`src/rtl/peripheral_mpram_axi4_bridge.sv`:
```
// rtl/peripheral_mpram_axi4_bridge.sv - AXI4 subordinate bridge onto a single-port MPRAM
//
// Purpose: accepts one AXI4 transaction at a time (AW wins over AR) and turns
// every burst beat into one RAM access. Writes run at one beat per cycle; reads
// take two cycles per beat because the RAM returns data one cycle after the request.
//
// Ports:
//   clk_i, rst_i                 clock, synchronous active-high reset
//   aw*_i / awready_o            write address channel (id, byte addr, len, burst)
//   w*_i  / wready_o             write data channel (data, strobes, last)
//   b*_o  / bready_i             write response channel
//   ar*_i / arready_o            read address channel
//   r*_o  / rready_i             read data channel
//   mem_req_o, mem_we_o          RAM request / write enable
//   mem_be_o, mem_addr_o         RAM byte enables / word address
//   mem_data_o, mem_data_i       RAM write data / registered read data
//
// Optional feature: define PERIPHERAL_MPRAM_AXI4_WRAP_EN to honour WRAP bursts
// (len 1/3/7/15); otherwise WRAP is handled as INCR.

module peripheral_mpram_axi4_bridge #(
    parameter int AXI_ADDR_WIDTH = 10,
    parameter int AXI_DATA_WIDTH = 32,
    parameter int AXI_ID_WIDTH   = 4,
    localparam int STRB_W = AXI_DATA_WIDTH / 8,
    localparam int OFS_W  = $clog2(STRB_W),
    localparam int BAW    = AXI_ADDR_WIDTH + OFS_W
) (
    input  logic                      clk_i,
    input  logic                      rst_i,
    input  logic [AXI_ID_WIDTH-1:0]   awid_i,
    input  logic [BAW-1:0]            awaddr_i,
    input  logic [7:0]                awlen_i,
    input  logic [1:0]                awburst_i,
    input  logic                      awvalid_i,
    output logic                      awready_o,
    input  logic [AXI_DATA_WIDTH-1:0] wdata_i,
    input  logic [STRB_W-1:0]         wstrb_i,
    input  logic                      wlast_i,
    input  logic                      wvalid_i,
    output logic                      wready_o,
    output logic [AXI_ID_WIDTH-1:0]   bid_o,
    output logic [1:0]                bresp_o,
    output logic                      bvalid_o,
    input  logic                      bready_i,
    input  logic [AXI_ID_WIDTH-1:0]   arid_i,
    input  logic [BAW-1:0]            araddr_i,
    input  logic [7:0]                arlen_i,
    input  logic [1:0]                arburst_i,
    input  logic                      arvalid_i,
    output logic                      arready_o,
    output logic [AXI_ID_WIDTH-1:0]   rid_o,
    output logic [AXI_DATA_WIDTH-1:0] rdata_o,
    output logic [1:0]                rresp_o,
    output logic                      rlast_o,
    output logic                      rvalid_o,
    input  logic                      rready_i,
    output logic                      mem_req_o,
    output logic                      mem_we_o,
    output logic [STRB_W-1:0]         mem_be_o,
    output logic [AXI_ADDR_WIDTH-1:0] mem_addr_o,
    output logic [AXI_DATA_WIDTH-1:0] mem_data_o,
    input  logic [AXI_DATA_WIDTH-1:0] mem_data_i
);

    typedef enum logic [2:0] {S_IDLE, S_WBEAT, S_BRESP, S_RREQ, S_RDATA} state_t;

    state_t                    state_q, state_d;
    logic [AXI_ID_WIDTH-1:0]   id_q, id_d;
    logic [AXI_ADDR_WIDTH-1:0] addr_q, addr_d, addr_inc, addr_next;
    logic [7:0]                len_q, len_d, cnt_q, cnt_d;
    logic                      err_q, err_d, wrap_q, wrap_d;
    logic                      last;

    // Shared capture path for both address channels; AW has priority.
    logic                      cap_aw;
    logic [AXI_ID_WIDTH-1:0]   cap_id;
    logic [BAW-1:0]            cap_addr;
    logic [7:0]                cap_len;
    logic [1:0]                cap_burst;

    // Byte-offset bits and (without WRAP support) the burst type carry no
    // information for this bridge; they are folded into a deliberately unused sink.
    logic unused_inputs;
    assign unused_inputs = ^{awaddr_i, araddr_i, awburst_i, arburst_i, cap_burst};

    assign cap_aw    = awvalid_i;
    assign cap_id    = cap_aw ? awid_i    : arid_i;
    assign cap_addr  = cap_aw ? awaddr_i  : araddr_i;
    assign cap_len   = cap_aw ? awlen_i   : arlen_i;
    assign cap_burst = cap_aw ? awburst_i : arburst_i;

    assign last     = (cnt_q == len_q);
    assign addr_inc = addr_q + 1'b1;

`ifdef PERIPHERAL_MPRAM_AXI4_WRAP_EN
    // WRAP: only the low log2(len+1) bits advance, upper bits stay at the block base.
    logic [AXI_ADDR_WIDTH-1:0] wrap_mask;
    assign wrap_mask = {{(AXI_ADDR_WIDTH-4){1'b0}}, len_q[3:0]};
    assign addr_next = wrap_q ? ((addr_q & ~wrap_mask) | (addr_inc & wrap_mask)) : addr_inc;
`else
    assign addr_next = wrap_q ? addr_inc : addr_inc;
`endif

    always_ff @(posedge clk_i) begin
        if (rst_i) begin
            state_q <= S_IDLE;
            id_q    <= '0;
            addr_q  <= '0;
            len_q   <= '0;
            cnt_q   <= '0;
            err_q   <= 1'b0;
            wrap_q  <= 1'b0;
        end else begin
            state_q <= state_d;
            id_q    <= id_d;
            addr_q  <= addr_d;
            len_q   <= len_d;
            cnt_q   <= cnt_d;
            err_q   <= err_d;
            wrap_q  <= wrap_d;
        end
    end

    always_comb begin
        state_d    = state_q;
        id_d       = id_q;
        addr_d     = addr_q;
        len_d      = len_q;
        cnt_d      = cnt_q;
        err_d      = err_q;
        wrap_d     = wrap_q;
        awready_o  = 1'b0;
        arready_o  = 1'b0;
        wready_o   = 1'b0;
        bvalid_o   = 1'b0;
        bid_o      = '0;
        bresp_o    = 2'b00;
        rvalid_o   = 1'b0;
        rid_o      = '0;
        rdata_o    = '0;
        rresp_o    = 2'b00;
        rlast_o    = 1'b0;
        mem_req_o  = 1'b0;
        mem_we_o   = 1'b0;
        mem_be_o   = '0;
        mem_addr_o = '0;
        mem_data_o = '0;

        case (state_q)
            S_IDLE: begin
                awready_o = awvalid_i;
                arready_o = arvalid_i & ~awvalid_i;
                if (awvalid_i || arvalid_i) begin
                    id_d    = cap_id;
                    addr_d  = cap_addr[BAW-1:OFS_W];
                    len_d   = cap_len;
                    cnt_d   = 8'd0;
                    err_d   = 1'b0;
                    wrap_d  = 1'b0;
                    state_d = cap_aw ? S_WBEAT : S_RREQ;
`ifdef PERIPHERAL_MPRAM_AXI4_WRAP_EN
                    if (cap_burst == 2'b10) begin
                        if (cap_len == 8'd1 || cap_len == 8'd3 || cap_len == 8'd7 || cap_len == 8'd15)
                            wrap_d = 1'b1;
                        else
                            err_d = 1'b1;
                    end
`endif
                end
            end
            S_WBEAT: begin
                wready_o = 1'b1;
                if (wvalid_i) begin
                    mem_req_o  = 1'b1;
                    mem_we_o   = 1'b1;
                    mem_be_o   = wstrb_i;
                    mem_data_o = wdata_i;
                    mem_addr_o = addr_q;
                    addr_d     = addr_next;
                    cnt_d      = cnt_q + 8'd1;
                    // The counter ends the burst; a disagreeing wlast only flags an error.
                    if (wlast_i != last)
                        err_d = 1'b1;
                    if (last)
                        state_d = S_BRESP;
                end
            end
            S_BRESP: begin
                bvalid_o = 1'b1;
                bid_o    = id_q;
                bresp_o  = err_q ? 2'b10 : 2'b00;
                if (bready_i)
                    state_d = S_IDLE;
            end
            S_RREQ: begin
                mem_req_o  = 1'b1;
                mem_addr_o = addr_q;
                state_d    = S_RDATA;
            end
            S_RDATA: begin
                rvalid_o   = 1'b1;
                rdata_o    = mem_data_i;
                rid_o      = id_q;
                rlast_o    = last;
                rresp_o    = err_q ? 2'b10 : 2'b00;
                // Address held so the RAM keeps presenting the same word while stalled.
                mem_addr_o = addr_q;
                if (rready_i) begin
                    if (last) begin
                        state_d = S_IDLE;
                    end else begin
                        addr_d  = addr_next;
                        cnt_d   = cnt_q + 8'd1;
                        state_d = S_RREQ;
                    end
                end
            end
            default: state_d = S_IDLE;
        endcase
    end

endmodule

```
`config.mk`:
```
export PLATFORM = sky130hd
export DESIGN_NAME = peripheral_mpram_axi4_bridge
export DESIGN_NICKNAME = d
export VERILOG_FILES = /design/src/rtl/peripheral_mpram_axi4_bridge.sv
export SDC_FILE = /design/constraint.sdc
export NUM_CORES = 1
export LEC_CHECK = 0
export BUFFER_PORTS_ARGS = -buffer_cell sky130_fd_sc_hd__buf_4
export CORE_MARGIN = 2
export CORE_UTILIZATION = 40
export CTS_CLUSTER_DIAMETER = 80
export DETAILED_ROUTE_END_ITERATION = 7
export PLACE_DENSITY = 0.83
export SKIP_LAST_GASP = 1
export SLEW_MARGIN = 20
export SYNTH_ARGS = -nofsm -noshare
export SYNTH_HDL_FRONTEND = slang
export SYNTH_SLANG_ARGS = --single-unit
```
`constraint.sdc`:
```
create_clock -name clk_i -period 2 [get_ports clk_i]
set_input_delay 0.4 -clock clk_i [delete_from_list [all_inputs] [get_ports clk_i]]
set_output_delay 0.4 -clock clk_i [all_outputs]
set_load 0.01 [all_outputs]
```
==> results of run 1 <==
-- critical path, cell delays in order, from the launching register on --
cell	delay, ns
dfxtp_1	0.37
buf_4	0.19
or3_4	0.37
nor3b_1	0.21
buf_4	0.16
-- sequential cells by signal, summed over array words and instances (netlist names) --
register / cells
state_q: 3
cnt_q: 8
len_q: 8
addr_q: 10
err_q: 1
id_q: 4
-- final cells by class --
| class | instances | share of cell area, % |
|---|---|---|
| well taps | 96 | 2.59 |
| inverters | 9 | 0.730 |
| multi-input cells | 295 | 42.1 |
| repair buffers | 233 | 38.1 |
| flip-flops and latches | 34 | 14.8 |
| clock buffers | 7 | 1.65 |
-- stage by stage --
step                cell area, um^2  util [%]
floorplan                      2830         -
global placement               4520      66.2
detailed placement             4520      66.2
CTS                            4610      67.5
global route                   4630      67.8
finish                         4630      67.8
-- worst min path at each step --
| stage | startpoint | slack [ns] | to | depth (start not counted) |
|---|---|---|---|---|
| 6_report | bready_i | 0.38 | state_q[1] | 4 |
| 5_1_grt | bready_i | 0.42 | state_q[1] | 4 |
| 4_1_cts | bready_i | 0.38 | state_q[1] | 4 |
| 3_5_place_dp | err_q | 0.49 | err_q | 1 |
| 3_3_place_gp | cnt_q[7] | 0.47 | cnt_q[7] | 2 |
| 2_1_floorplan | err_q | 0.45 | err_q | 1 |
-- report_power, final --
group	switching, W	internal (W)	leakage, nW	total (W)
clock	0.000245	0.000240	0.0383	0.000485
sequential	0.000146	0.000821	0.282	0.000967
combinational	0.000927	0.000858	2.18	0.00179
-- metal layers --
metal,up-vias,track usage (%)
met5,-,0
met1,1672,31.0
met2,152,45.7
met4,0,8.40
met3,20,4.81
li1,1775,-
-- cells by family (layout without fill, tap and decap cells) --
group | after synthesis | count (layout) | synth area share, %
AOI/OAI and AO/OA | 71 | 71 | 18.3
xor gates and xnor gates | 9 | 9 | 2.79
adders and majority gates | 2 | 2 | 0.884
buffers and inverters | 46 | 249 | 8.31
DFF | 34 | 34 | 24.0
muxes | 28 | 28 | 9.95
other | 1 | 2 | 0.132
and+or+nand+nor | 183 | 183 | 35.5
-- timing repair --
item                       4_1_cts  5_1_grt
setup endpoints to repair       14       16
pin swaps                        0        1
resized for setup                6        7
gates cloned                     0        0
-- synthesized netlist by cell type, types with 8 or more instances --
cell type | n | area share (%)
a211oi_2 | 8 | 3.5
a21oi_1 | 18 | 3.2
and2_1 | 11 | 2.4
and3_1 | 75 | 17
buf_2 | 8 | 1.4
clkbuf_1 | 18 | 2.4
dfxtp_1 | 34 | 24
inv_1 | 8 | 1.1
mux2i_1 | 27 | 9.5
nand2_1 | 20 | 2.7
nor2_1 | 37 | 4.9
nor3_1 | 9 | 1.6
o21ai_0 | 9 | 1.6
xnor2_1 | 9 | 2.8
==> flow_metrics.py, run 1 <==
metrics = {
    "status": {
        "status": "completed",
    },
    "routing": {
        "dr.max_layer_used": "met4",
        "met1_length_um": 4080,
        "drtPass1Iterations": 5,
        "via_count": 3619,
        "routed_wl_um": 10700,
        "drc": 0,
        "ant_nets": 0,
        "route.met3.wl_um": 838,
        "wl_per_cell_um": 15.9,
        "viasPerCell": 5.37,
        "met2_length_um": 5590,
        "drt_iter0_markers": 230,
    },
    "place": {
        "dp.cells": 667,
        "place_ws_ns": 0.185,
        "dp_hpwl_um": 8460,
        "gp_congestion": 0.880,
        "portBuffers": 215,
    },
    "final_layout": {
        "seq_area_um2": 687,
        "antenna_cells": 0,
        "synthToLayoutAreaGrowth_pct": 63.6,
        "mostFrequentLayoutCells": "231 x buf_4, 75 x and3_1, 34 x nor2_1, 29 x dfxtp_1, 27 x mux2i_1",
        "final_common_cell": "buf_4",
        "multi_input_area_mm2": 0.00195,
        "instances_no_fill": 674,
        "final_nets": 708,
        "drive_gt1_share_pct": 46.0,
        "nFillCells": 589,
    },
    "die": {
        "start_util_pct": 41.4,
        "io_pins": 226,
        "dieHeight_um": 88.1,
        "num_rows": 30,
        "dieArea_mm2": 0.00776,
        "die_w_um": 88.1,
        "core_area_mm2": 0.00683,
    },
    "yosys": {
        "synth_ff_type": "dfxtp_1",
        "yosysWarnings": 0,
        "syn_avg_cell_area_um2": 7.57,
        "yosys_register_bits": 34,
        "ys_async_sr_fraction_pct": 0,
        "seq_area_frac_synth_pct": 24.0,
        "synth_area_mm2": 0.00283,
        "synth_cells": 374,
        "synth_edf_count": 0,
        "ys_types": 48,
    },
    "clock_network": {
        "post_cts_buffers": 0,
        "ctsHoldBuffers": 0,
        "cts_root_buf": "clkbuf_8",
        "h-tree-depth": 2,
        "cts_tree": "yes",
        "clkTransAtPathRegs_ns": 0.07,
        "clk-insertion-delay-late_ns": 0.29,
        "clockBufferDepth": 2,
        "cts_sinks": 34,
        "cts_buffers": 5,
    },
    "setup_path": {
        "r2r.worst_path.cells": 7,
        "start_kind": "flip-flop",
        "crit_start": "state_q[2]",
        "crit_type": "flip-flop to output pin",
        "cp_max_fo": 10,
        "end_kind": "output pin",
        "endpoint": "arready_o",
        "r2r-end": "cnt_q[4]",
        "r2r_setup_slack_ns": 0.17,
        "timing.rr.start": "state_q[2]",
        "worstPathArrival_ns": 1.60,
        "worstPathRequired_ns": 1.60,
    },
    "sta": {
        "setup_ws_ns": 0.00480,
        "max_freq_mhz": 501,
        "final.setup.tns_ns": 0,
        "skew_ns": 0.00444,
        "finalCriticalPeriod_ns": 2.00,
        "setup_viol_count_final": 0,
        "slew_violations": 0,
        "hold_viol_final": 0,
        "rsz0062_at_grt": "true",
        "holdWs_ns": 0.376,
        "worst_slew_pin_slew_ns": 0.614,
        "slew_headroom_pct": 59.1,
        "min_period_over_period_pct": 99.8,
    },
    "worst_hold_path": {
        "hold_class": "input port to flip-flop",
    },
    "power_and_ir_drop": {
        "powerDensity_mw_per_mm2": 699,
        "peakVddDrop_mv": 0.455,
        "total_power_w": 0.00324,
        "p_leak_nw": 2.50,
    },
    "global_route": {
        "grt_pass1_wl_um": 15400,
        "grt_start_max_net_pins": 39,
        "grt-ovfl-total": 0,
        "track_usage_pct": 25.7,
        "grt_pass1_vias": 3085,
        "antenna_found_initial": 0,
    },
    "flow_run": {
        "drv_cap": 0,
    },
}
(Power assumes the default switching activity.)
==> run 2, diff against run 1 <==
Settings changed: CORE_AREA set to 2 2 87 89, CORE_MARGIN 2 to not set, CORE_UTILIZATION 40 to not set, DIE_AREA set to 0 0 89 91, PLACE_DENSITY 0.83 to 0.82.
Clock period 2 ns to 2.3 ns, I/O delays scaled along.
==> run 2 against run 1 <==
Against the previous run: flip-flop and latch count stayed put; clock power is 16% higher; combinational power is 18% lower; power is 11% lower; wire length is 2.8% lower; utilization is 3.5 points lower; clock skew is 0.0045 ns higher; first-iteration DRC count is 26% lower; die area is 4.3% higher; critical path type unchanged; critical endpoint is now mem_addr_o[8]; highest routed layer unchanged.
==> flow_metrics.py, run 2 (synthesis results as in run 1) <==
metrics = {
    "status": {
        "status": "completed",
    },
    "place": {
        "gp_congestion": 0.880,
        "dp_hpwl_um": 8190,
        "placed_area_mm2": 0.00447,
        "portBuffers": 215,
    },
    "clock_network": {
        "clkTransAtPathRegs_ns": 0.07,
        "clk-insertion-delay-late_ns": 0.29,
        "clockBufferDepth": 2,
        "cts_root_buf": "clkbuf_8",
        "cts_buffers": 5,
        "cts_sinks": 34,
        "cts_tree": "yes",
        "ctsHoldBuffers": 0,
        "post_cts_buffers": 0,
        "h-tree-depth": 2,
    },
    "global_route": {
        "grt_pass1_wl_um": 15700,
        "grt-ovfl-total": 0,
        "track_usage_pct": 23.8,
        "grt_pass1_vias": 3299,
        "grt_start_max_net_pins": 41,
        "antenna_found_initial": 0,
    },
    "routing": {
        "wl_per_cell_um": 15.5,
        "routed_wl_um": 10400,
        "drc": 0,
        "via_count": 3642,
        "ant_nets": 0,
        "viasPerCell": 5.42,
        "drtPass1Iterations": 4,
        "drt_iter0_markers": 171,
    },
    "worst_hold_path": {
        "hold_class": "input port to flip-flop",
    },
    "sta": {
        "setup_viol_count_final": 0,
        "holdWs_ns": 0.432,
        "min_period_over_period_pct": 92.9,
        "hold_viol_final": 0,
        "slew_headroom_pct": 56.2,
        "final.setup.tns_ns": 0,
        "rsz0062_at_grt": "false",
        "slew_violations": 0,
        "finalCriticalPeriod_ns": 2.14,
        "skew_ns": 0.00898,
        "max_freq_mhz": 468,
        "worst_slew_pin_slew_ns": 0.657,
    },
    "power_and_ir_drop": {
        "p_leak_nw": 2.47,
        "peakVddDrop_mv": 0.453,
        "powerDensity_mw_per_mm2": 628,
        "total_power_w": 0.00288,
    },
    "die": {
        "num_rows": 31,
        "core_area_mm2": 0.00714,
        "dieArea_mm2": 0.00810,
        "die_w_um": 89,
        "io_pins": 226,
        "dieHeight_um": 91,
        "start_util_pct": 39.7,
    },
    "final_layout": {
        "multi_input_area_mm2": 0.00192,
        "drive_gt1_share_pct": 44.0,
        "seq_area_um2": 683,
        "final_common_cell": "buf_4",
        "nFillCells": 644,
        "antenna_cells": 0,
        "regMostFlops": "addr_q",
        "synthToLayoutAreaGrowth_pct": 62.0,
        "final_nets": 703,
        "largest_reg_flops": 10,
        "final_area_mm2": 0.00459,
        "mostFrequentLayoutCells": "228 x buf_4, 75 x and3_1, 36 x nor2_1, 32 x dfxtp_1, 27 x mux2i_1",
        "top_regs": "addr_q x10, cnt_q x8, len_q x8",
    },
    "setup_path": {
        "cp_max_fo": 14,
        "start_kind": "flip-flop",
        "crit_type": "flip-flop to output pin",
        "end_kind": "output pin",
        "worstPathArrival_ns": 1.68,
        "worstPathRequired_ns": 1.84,
    },
    "flow_run": {
        "drv_cap": 0,
    },
}
-- run 2: cell count changes in the layout (fill, tap and decap cells not counted), moves of 2 or more --
cell,delta
buf_4,-3
nand2_2,-2
clkbuf_1,-2
nor2_1,+2
dfxtp_2,-3
and4_4,-2
dfxtp_1,+3
nor2_2,-2
and4_1,+2
nand2_1,+2
-- run 2: worst max-delay path, stage by stage, from the launching register on --
cell	delay (ns)
dfxtp_1	0.59
nand2_1	0.31
nand2_1	0.22
and2_1	0.16
buf_4	0.12
-- run 2: final timing paths --
| kind | cells after the start | slack [ns] | start | end |
|---|---|---|---|---|
| min | 4 | 0.43 | bready_i | state_q[1] |
| max | 4 | 0.16 | state_q[2] | mem_addr_o[8] |
| max reg2reg | 5 | 0.33 | state_q[2] | addr_q[8] |
| min reg2reg | 2 | 0.48 | cnt_q[7] | cnt_q[7] |
-- run 2: area by class of cell --
cell class / instances / share of cell area [%]
clock buffers: 6 / 1.80
clock inverters: 1 / 0.655
inverters: 9 / 0.737
multi-input cells: 295 / 41.9
flip-flops and latches: 34 / 14.9
well taps: 99 / 2.70
repair buffers: 228 / 37.3
-- run 2: per-layer routing --
layer  track usage (%)  vias to the layer above  share of wire (%)
met5                 0                        -                  0
met4              9.08                        0                3.5
met3              4.18                       29                8.5
met2              43.5                      165                 52
met1              26.6                     1691                 36
li1                  -                     1757                  -
-- run 2: what timing repair did --
item	4_1_cts	5_1_grt
endpoints found under the hold margin	0	0
endpoints found under the setup margin	0	5
resized for setup	0	2
-- run 2: metrics by stage --
stage | cells | setup WS (ns) | utilization, %
floorplan | 375 | 0.458 | -
global placement | 665 | 0.259 | 62.6
detailed placement | 665 | 0.219 | 62.6
CTS | 672 | 0.0929 | 64.2
global route | 672 | 0.0340 | 64.3
finish | 672 | 0.162 | 64.3
-- run 2: power by group --
group | leakage (nW) | switching (W) | internal (W) | total [W]
registers | 0.280 | 0.000138 | 0.000712 | 0.000850
logic | 2.14 | 0.000773 | 0.000691 | 0.00146
clock network | 0.0573 | 0.000218 | 0.000347 | 0.000565
==> run 3, diff against run 2 <==
Settings changed: CORE_AREA 2 2 87 89 to not set, CORE_MARGIN set to 2, CORE_UTILIZATION set to 40, DIE_AREA 0 0 89 91 to not set, PLACE_DENSITY 0.82 to 0.83.
Clock period 2.3 ns to 2.23 ns, I/O delays scaled along.
==> run 3 against run 2 <==
Against the previous run: hold slack got worse by 0.0085 ns; first-iteration DRC count increased by 22%; wire length up 5.2%; via count down 0.16%; largest power group unchanged; utilization rose by 3.1 points.
==> flow_metrics.py, run 3 (synthesis results as in run 1) <==
metrics = {
    "routing": {
        "drt_iter0_markers": 209,
        "ant_nets": 0,
        "viasPerCell": 5.41,
        "drc": 0,
        "wl_per_cell_um": 16.3,
        "routed_wl_um": 11000,
        "drtPass1Iterations": 4,
        "via_count": 3636,
    },
    "place": {
        "placed_area_mm2": 0.00450,
        "gp_congestion": 0.833,
        "place_ws_ns": 0.239,
        "portBuffers": 215,
        "dp_hpwl_um": 8620,
    },
    "setup_path": {
        "worstPathRequired_ns": 1.78,
        "start_kind": "flip-flop",
        "crit_type": "flip-flop to output pin",
        "cp_max_fo": 37,
        "end_kind": "output pin",
        "worstPathArrival_ns": 1.70,
    },
    "final_layout": {
        "final_common_cell": "buf_4",
        "final_nets": 705,
        "drive_gt1_share_pct": 44.6,
        "top_regs": "addr_q x10, cnt_q x8, len_q x8",
        "antenna_cells": 0,
        "mostFrequentLayoutCells": "228 x buf_4, 75 x and3_1, 34 x nor2_1, 32 x dfxtp_1, 27 x mux2i_1",
        "regMostFlops": "addr_q",
        "largest_reg_flops": 10,
        "final_area_mm2": 0.00460,
        "synthToLayoutAreaGrowth_pct": 62.6,
    },
    "die": {
        "dieArea_mm2": 0.00776,
        "core_area_mm2": 0.00683,
        "die_w_um": 88.1,
        "num_rows": 30,
        "io_pins": 226,
        "start_util_pct": 41.4,
        "dieHeight_um": 88.1,
    },
    "global_route": {
        "antenna_found_initial": 0,
        "grt_start_max_net_pins": 39,
        "grt_pass1_wl_um": 16000,
        "track_usage_pct": 26.2,
        "grt_use_met1_pct": 30.3,
        "use_met2_pct": 47.4,
        "grt-ovfl-total": 0,
        "grt_pass1_vias": 3235,
        "use_met3_pct": 6.13,
        "busiest_layer": "met2",
    },
    "clock_network": {
        "h-tree-depth": 2,
        "cts_buffers": 5,
        "clk-insertion-delay-late_ns": 0.29,
        "clockBufferDepth": 2,
        "cts_root_buf": "clkbuf_8",
        "cts_sinks": 34,
        "cts_tree": "yes",
        "clkTransAtPathRegs_ns": 0.08,
    },
    "sta": {
        "hold_viol_final": 0,
        "skew_ns": 0.00702,
        "final.setup.tns_ns": 0,
        "setup_ws_ns": 0.0821,
        "slew_violations": 0,
        "setup_viol_count_final": 0,
        "finalCriticalPeriod_ns": 2.15,
        "max_freq_mhz": 466,
        "slew_headroom_pct": 58.0,
        "worst_slew_pin_slew_ns": 0.630,
        "min_period_over_period_pct": 96.3,
    },
    "power_and_ir_drop": {
        "peakVddDrop_mv": 0.641,
        "p_leak_nw": 2.48,
        "powerDensity_mw_per_mm2": 633,
    },
    "flow_run": {
        "drv_cap": 0,
    },
    "status": {
        "status": "completed",
    },
    "worst_hold_path": {
        "hold_class": "input port to flip-flop",
    },
}
[run 3: layer usage]
metal	up-vias	wire [um]	share of wire, %
met3	24	956	8.7
met5	-	0	0
li1	1762	-	-
met1	1692	4020	37
met2	158	5710	52
met4	0	282	2.6
[run 3: worst max-delay path, stage by stage (launching register included)]
cell and delay, ns:
dfxtp_1 0.46, nor2_2 0.19, buf_4 0.31, and3_1 0.28, buf_4 0.15
[run 3: repair_timing]
item	4_1_cts	5_1_grt
setup endpoints to repair	0	10
gates resized for setup	0	5
hold buffers	0	0
setup buffers	0	0
hold endpoints to repair	0	0
[run 3: per-stage QoR]
step | std cells | util (%) | hold slack [ns] | total power [W]
final | 672 | 67.3 | 0.424 | 0.00291
after global routing | 672 | 67.3 | 0.471 | 0.00310
after CTS | 672 | 67.2 | 0.430 | 0.00289
after detailed placement | 664 | 65.8 | 0.480 | 0.00241
after global placement | 664 | 65.8 | 0.470 | 0.00235
after floorplan | 375 | - | 0.447 | 0.00183
[run 3: worst paths after layout]
check | from | end | slack, ns | depth (start not counted)
worst max-delay path | state_q[1] | rdata_o[4] | 0.08 | 4
worst min-delay path | bready_i | state_q[1] | 0.42 | 4
worst max register to register | state_q[1] | addr_q[7] | 0.39 | 4
worst min register to register | err_q | err_q | 0.49 | 1
[run 3: area by class of cell]
| cell class | count | area [um^2] |
|---|---|---|
| repair buffers | 230 | 1740 |
| inverters | 9 | 33.8 |
| clock buffers | 7 | 86.3 |
| well taps | 96 | 120 |
| clock inverters | 1 | 5.00 |
| fillers | 590 | 2230 |
| flip-flops and latches | 34 | 683 |
| multi-input cells | 295 | 1930 |
[run 3: report_power, final]
| part | total, W | internal, W | switching (W) | leakage, nW |
|---|---|---|---|---|
| registers | 0.000874 | 0.000734 | 0.000140 | 0.280 |
| clock network | 0.000484 | 0.000249 | 0.000235 | 0.0482 |
| logic | 0.00156 | 0.000732 | 0.000823 | 2.15 |
| total | 0.00291 | 0.00172 | 0.00120 | 2.48 |
